### src/rtl/uart_tx_arbiter.sv
// uart_tx_arbiter: shares one UART transmitter between NREQ byte-stream
// requesters. Round-robin arbitration at message granularity, with optional
// "<id>:" header and CR LF trailer framing and a mid-message idle timeout.
module uart_tx_arbiter #(
  parameter int NREQ      = 4,
  parameter int ADD_FRAME = 1,
  parameter int TIMEOUT   = 1023
) (
  input  logic              clk,
  input  logic              reset,
  input  logic [NREQ-1:0]   req,
  input  logic [8*NREQ-1:0] data,
  input  logic [NREQ-1:0]   last,
  output logic [NREQ-1:0]   ack,
  output logic [NREQ-1:0]   grant,
  output logic              busy,
  output logic              abort,
  output logic              wr_uart,
  output logic [7:0]        w_data,
  input  logic              tx_full
);

  localparam int IDXW = $clog2(NREQ);
  localparam int CW   = $clog2(TIMEOUT + 1);

  typedef enum logic [2:0] {
    IDLE,
    HDR_ID,
    HDR_SEP,
    PAYLOAD,
    TRL_CR,
    TRL_LF
  } state_t;

  state_t            state, state_n;
  logic [NREQ-1:0]   grant_n;
  logic [IDXW-1:0]   owner, owner_n;
  logic [IDXW-1:0]   rr_ptr, rr_n;
  logic [IDXW-1:0]   cand;
  logic [IDXW-1:0]   win_idx;
  logic              win_found;
  logic [CW-1:0]     cnt, cnt_n;
  logic              req_own;
  logic              last_own;
  logic [7:0]        data_own;

  // Round-robin pick: first requester strictly after rr_ptr, wrapping around.
  always_comb begin
    cand      = rr_ptr;
    win_idx   = rr_ptr;
    win_found = 1'b0;
    for (int unsigned k = 1; k <= NREQ; k++) begin
      cand = IDXW'((32'(rr_ptr) + k) % NREQ);
      if (!win_found && req[cand]) begin
        win_found = 1'b1;
        win_idx   = cand;
      end
    end
  end

  // Owner's request, last flag and byte, selected through the one-hot grant.
  always_comb begin
    req_own  = |(req & grant);
    last_own = |(last & grant);
    data_own = '0;
    for (int unsigned i = 0; i < NREQ; i++) begin
      if (grant[i]) begin
        data_own = data_own | data[8*i +: 8];
      end
    end
  end

  // Next-state, grant/pointer/timeout updates and UART-facing outputs.
  always_comb begin
    state_n = state;
    grant_n = grant;
    owner_n = owner;
    rr_n    = rr_ptr;
    cnt_n   = cnt;
    wr_uart = 1'b0;
    w_data  = 8'h00;
    ack     = '0;
    abort   = 1'b0;
    busy    = (state != IDLE);
    case (state)
      IDLE: begin
        if (win_found) begin
          grant_n = NREQ'(1) << win_idx;
          owner_n = win_idx;
          rr_n    = win_idx;
          cnt_n   = '0;
          state_n = (ADD_FRAME != 0) ? HDR_ID : PAYLOAD;
        end
      end
      HDR_ID: begin
        wr_uart = !tx_full;
        w_data  = 8'h30 + 8'(owner);
        if (wr_uart) state_n = HDR_SEP;
      end
      HDR_SEP: begin
        wr_uart = !tx_full;
        w_data  = 8'h3A;
        if (wr_uart) begin
          state_n = PAYLOAD;
          cnt_n   = '0;
        end
      end
      PAYLOAD: begin
        wr_uart = !tx_full && req_own;
        w_data  = data_own;
        if (wr_uart) begin
          ack   = grant;
          cnt_n = '0;
          if (last_own) begin
            if (ADD_FRAME != 0) begin
              state_n = TRL_CR;
            end else begin
              state_n = IDLE;
              grant_n = '0;
            end
          end
        end else if (!req_own) begin
          // Abort fires on the idle cycle that would bring the count to TIMEOUT.
          if (cnt == CW'(TIMEOUT - 1)) begin
            abort = 1'b1;
            cnt_n = '0;
            if (ADD_FRAME != 0) begin
              state_n = TRL_CR;
            end else begin
              state_n = IDLE;
              grant_n = '0;
            end
          end else begin
            cnt_n = cnt + CW'(1);
          end
        end
      end
      TRL_CR: begin
        wr_uart = !tx_full;
        w_data  = 8'h0D;
        if (wr_uart) state_n = TRL_LF;
      end
      TRL_LF: begin
        wr_uart = !tx_full;
        w_data  = 8'h0A;
        if (wr_uart) begin
          state_n = IDLE;
          grant_n = '0;
        end
      end
      default: begin
        state_n = IDLE;
        grant_n = '0;
      end
    endcase
  end

  // State, grant, owner, round-robin pointer and timeout counter registers.
  always_ff @(posedge clk or posedge reset) begin
    if (reset) begin
      state  <= IDLE;
      grant  <= '0;
      owner  <= '0;
      rr_ptr <= IDXW'(NREQ - 1);
      cnt    <= '0;
    end else begin
      state  <= state_n;
      grant  <= grant_n;
      owner  <= owner_n;
      rr_ptr <= rr_n;
      cnt    <= cnt_n;
    end
  end

endmodule

### config.mk
export PLATFORM = sky130hd
export DESIGN_NAME = uart_tx_arbiter
export DESIGN_NICKNAME = d
export VERILOG_FILES = /design/src/rtl/uart_tx_arbiter.sv
export SDC_FILE = /design/constraint.sdc
export NUM_CORES = 1
export LEC_CHECK = 0
export ABC_CLOCK_PERIOD_IN_PS = 2040
export BUFFER_PORTS_ARGS = -buffer_cell sky130_fd_sc_hd__clkbuf_2
export CAP_MARGIN = 20
export CORE_MARGIN = 4
export CORE_UTILIZATION = 46
export CTS_BUF_LIST = sky130_fd_sc_hd__clkbuf_8
export CTS_CLUSTER_DIAMETER = 50
export DETAILED_ROUTE_END_ITERATION = 7
export PLACE_DENSITY = 0.78
export SYNTH_ARGS = -nofsm -noshare
export SYNTH_HDL_FRONTEND = slang
export SYNTH_SLANG_ARGS = --single-unit
export TNS_END_PERCENT = 50
### constraint.sdc
create_clock -name clk -period 2.04 [get_ports clk]
set_clock_uncertainty 0.15 [all_clocks]
set_input_delay 0.408 -clock clk [delete_from_list [all_inputs] [get_ports clk]]
set_output_delay 0.408 -clock clk [all_outputs]
set_load 0.05 [all_outputs]
==> results.toml <==
[critical_path]
slowest_delay_ps = 480
required_ps = 1480
cp.arrival_ps = 1830
crit_path_top_delay_cell = "dfrtp_2"
end_kind = "output pin"
setup.worst_path.class = "register to output pin"
critical_path.cell_chain = "a222oi_1 > a31oi_1 > a21oi_2 > o21ai_4 > buf_8"
cp_max_fo = 6
critPathLaunchType = "register"

[clock_network]
path_clk_slew_ps = 80
cts_buffer_depth = 2
cts_buffers = 3
cts_tree = "yes"
clkLatencyLatePin_ps = 280
root_buffer = "clkbuf_8"
numClockSinks = 21
h-tree-depth = 1

[sta]
tns_ps = -4300
hold_violations = 0
setup_ws_ps = -350
hold_ws_ps = 384
setup_viol = 25
max_freq_ghz = 0.418
timing.final.max_slew_violations = 0
tightest_slew_ps = 424
finalCriticalPeriod_ps = 2390
finalCritPeriodShare_pct = 117
slew_headroom_pct = 71.7
rsz0062_at_grt = "true"

[grt]
grt_start_max_net_pins = 22
gr-total-overflow = 0
grt_pass1_vias = 2271
grt_util_all_layers_pct = 32.6
grt_pass1_wl_um = 11100
antenna_found_initial = 0

[routing]
routed-via-count = 2366
ant_nets = 0
wl_met3_um = 779
drc = 0
dr.pass1.iters = 5
avgRoutedWirePerCell_um = 23.8
m1WireLength_um = 3000
viasPerCell = 6.61
met2_length_um = 4100
top_layer_used = "met4"
routed_wl_um = 8530
drt_iter0_markers = 347

[die]
initial_core_util_pct = 48.5
die_area_um2 = 4630
core_um2 = 3420
io_pins = 62
die_h_um = 68.0
rows = 21
fp.dieW_um = 68.0

[finish]
final_util_pct = 90.3
syn_to_final_growth_pct = 86.1
nFillCells = 139
num-nets-final = 360
insertedDiodeCount = 0
drive_gt1_share_pct = 63.1
stdcell_count = 358

[placed_design]
dp_worst_setup_slack_ps = -240
dp_hpwl_um = 4120
port_buffers = 61
place_congestion = 0.936
place_inst = 339

[logic_synthesis]
ys_ff_latch = 21
synth_area_um2 = 1660
netlist_instances = 195
synth_nets = 242
synthArstFlopShare_pct = 100
postSynthAreaPerCell_um2 = 8.50
synth_edf_count = 0
ys_types = 51
ys.flop_type = "dfrtp_1"
yosysWarnings = 0
ys_seq_area_share_pct = 31.8

[run_status]
failed_checks = "negative setup slack"
status = "complete, but fails checks"

[flow_run]
max_cap_viol_count = 0

[pwr]
powerDensity_nw_per_um2 = 1660
leakage_uw = 0.00139
max-vdd-ir-drop_mv = 0.938

[worst_hold_path]
hold_class = "register to register"
## metal layers
metal,track usage (%),up-vias
met3,7.06,61
met4,23.8,0
met5,0,-
met1,36.0,1113
li1,-,973
met2,54.9,219
## synthesized netlist by cell type (all sizes together) (2+ instances only)
| master | number | area, µm² |
|---|---|---|
| mux2 | 3 | 37.5 |
| a32o | 2 | 20.0 |
| nor3 | 9 | 50.1 |
| a21oi | 15 | 75.1 |
| a22o | 8 | 70.1 |
| a221oi | 3 | 26.3 |
| o31ai | 5 | 42.5 |
| buf | 3 | 20.0 |
| clkbuf | 7 | 26.3 |
| nand3 | 5 | 25.0 |
| o21a | 2 | 15.0 |
| nand4 | 4 | 25.0 |
| dfrtp | 19 | 475 |
| and2 | 6 | 40.0 |
| a31oi | 4 | 25.0 |
| a32oi | 2 | 43.8 |
| dfstp | 2 | 52.6 |
| ha | 4 | 50.1 |
| o21ai | 14 | 70.1 |
| a21o | 3 | 30.0 |
| or3 | 2 | 17.5 |
| a222oi | 4 | 40.0 |
| inv | 10 | 37.5 |
| nand2 | 20 | 77.6 |
| nor2 | 16 | 67.6 |
| a2bb2oi | 2 | 17.5 |
| a22oi | 7 | 62.6 |
| nor2b | 3 | 18.8 |
## power by group
part           switching [µW]  internal [µW]  total [µW]
registers                 171            549         720
clock network             152            135         288
logic                    2290           1820        4100
total                    2610           2500        5110
## sequential cells by signal, summed over array words and instances, names as in the netlist
signal,count
cnt,10
grant,4
state,3
owner,2
rr_ptr,2
## final timing paths
| path | from | to | slack (ps) | cells after the start |
|---|---|---|---|---|
| setup / recovery | grant[0]$_DFFE_PP0P_ | w_data[1] | -350 | 5 |
| hold / removal | owner[1]$_DFFE_PP0P_ | owner[1]$_DFFE_PP0P_ | 380 | 1 |
| setup reg to reg | grant[2]$_DFFE_PP0P_ | state[0]$_DFFE_PP0P_ | -310 | 7 |
| hold reg to reg | owner[1]$_DFFE_PP0P_ | owner[1]$_DFFE_PP0P_ | 380 | 1 |
| max in group asynchronous | reset | rr_ptr[0]$_DFFE_PP1P_ | 930 | 4 |
| min in group asynchronous | reset | grant[3]$_DFFE_PP0P_ | 540 | 4 |
## placed cells by master (no fill, tap or decap), types with 3 or more instances in the layout
master / count
nand3_1: 5
nor2_1: 11
nor2_2: 3
a222oi_1: 4
clkbuf_16: 3
clkbuf_2: 46
buf_8: 10
and2_4: 3
o21ai_1: 5
nand2_4: 3
nand4_1: 4
a21oi_2: 6
a22o_1: 8
dfrtp_1: 13
o31ai_4: 3
nor3_4: 3
nor3_2: 3
a22oi_2: 5
inv_1: 9
nand2_1: 17
nor3_1: 3
a21oi_1: 7
buf_4: 42
buf_6: 17
a31oi_1: 3
nor2b_1: 3
dfrtp_2: 6
clkbuf_8: 5
o21ai_0: 6
## critical path: cells and delay by family, from the launching register on
kind                   cells  cell delay [ps]
AO/OA/AOI/OAI              4              920
buffers and inverters      1              150
flip-flops                 1              480
## per-stage QoR
stage	area (µm²)	power [µW]
finish	3090	5110
global route	3090	5260
CTS	2870	4350
detailed placement	2470	3500
global placement	2470	3450
floorplan	1780	2610
## layout make-up
type                       instances  area (µm²)  area share (%)
clock buffer                       3        41.3            1.34
clock inverter                     1        3.75           0.122
inverter                          10        37.5            1.22
multi-input combinational        154        1370            44.4
sequential                        21         536            17.4
tap                               46        57.6            1.87
timing repair buffer             123        1040            33.7
## kinds of logic (layout without fill, tap and decap cells)
| kind of cell | after synthesis | in the layout | synth area share, % |
|---|---|---|---|
| adder cells (fa/ha/maj) | 4 | 4 | 3.02 |
| AND/OR/NAND/NOR | 71 | 71 | 22.9 |
| flip-flops | 21 | 21 | 31.8 |
| buffers and inverters | 20 | 137 | 5.06 |
| multiplexers | 3 | 3 | 2.26 |
| AO/OA/AOI/OAI | 76 | 76 | 34.9 |
## timing repair
item                                    4_1_cts  5_1_grt
buffers inserted                              9        6
hold buffers                                  1        0
gates cloned                                  0        1
resized for setup                            65       42
pin swaps                                    21       26
endpoints found under the setup margin       21       28
endpoints found under the hold margin        11        0
Note: power is estimated with default switching activity, not from simulation.
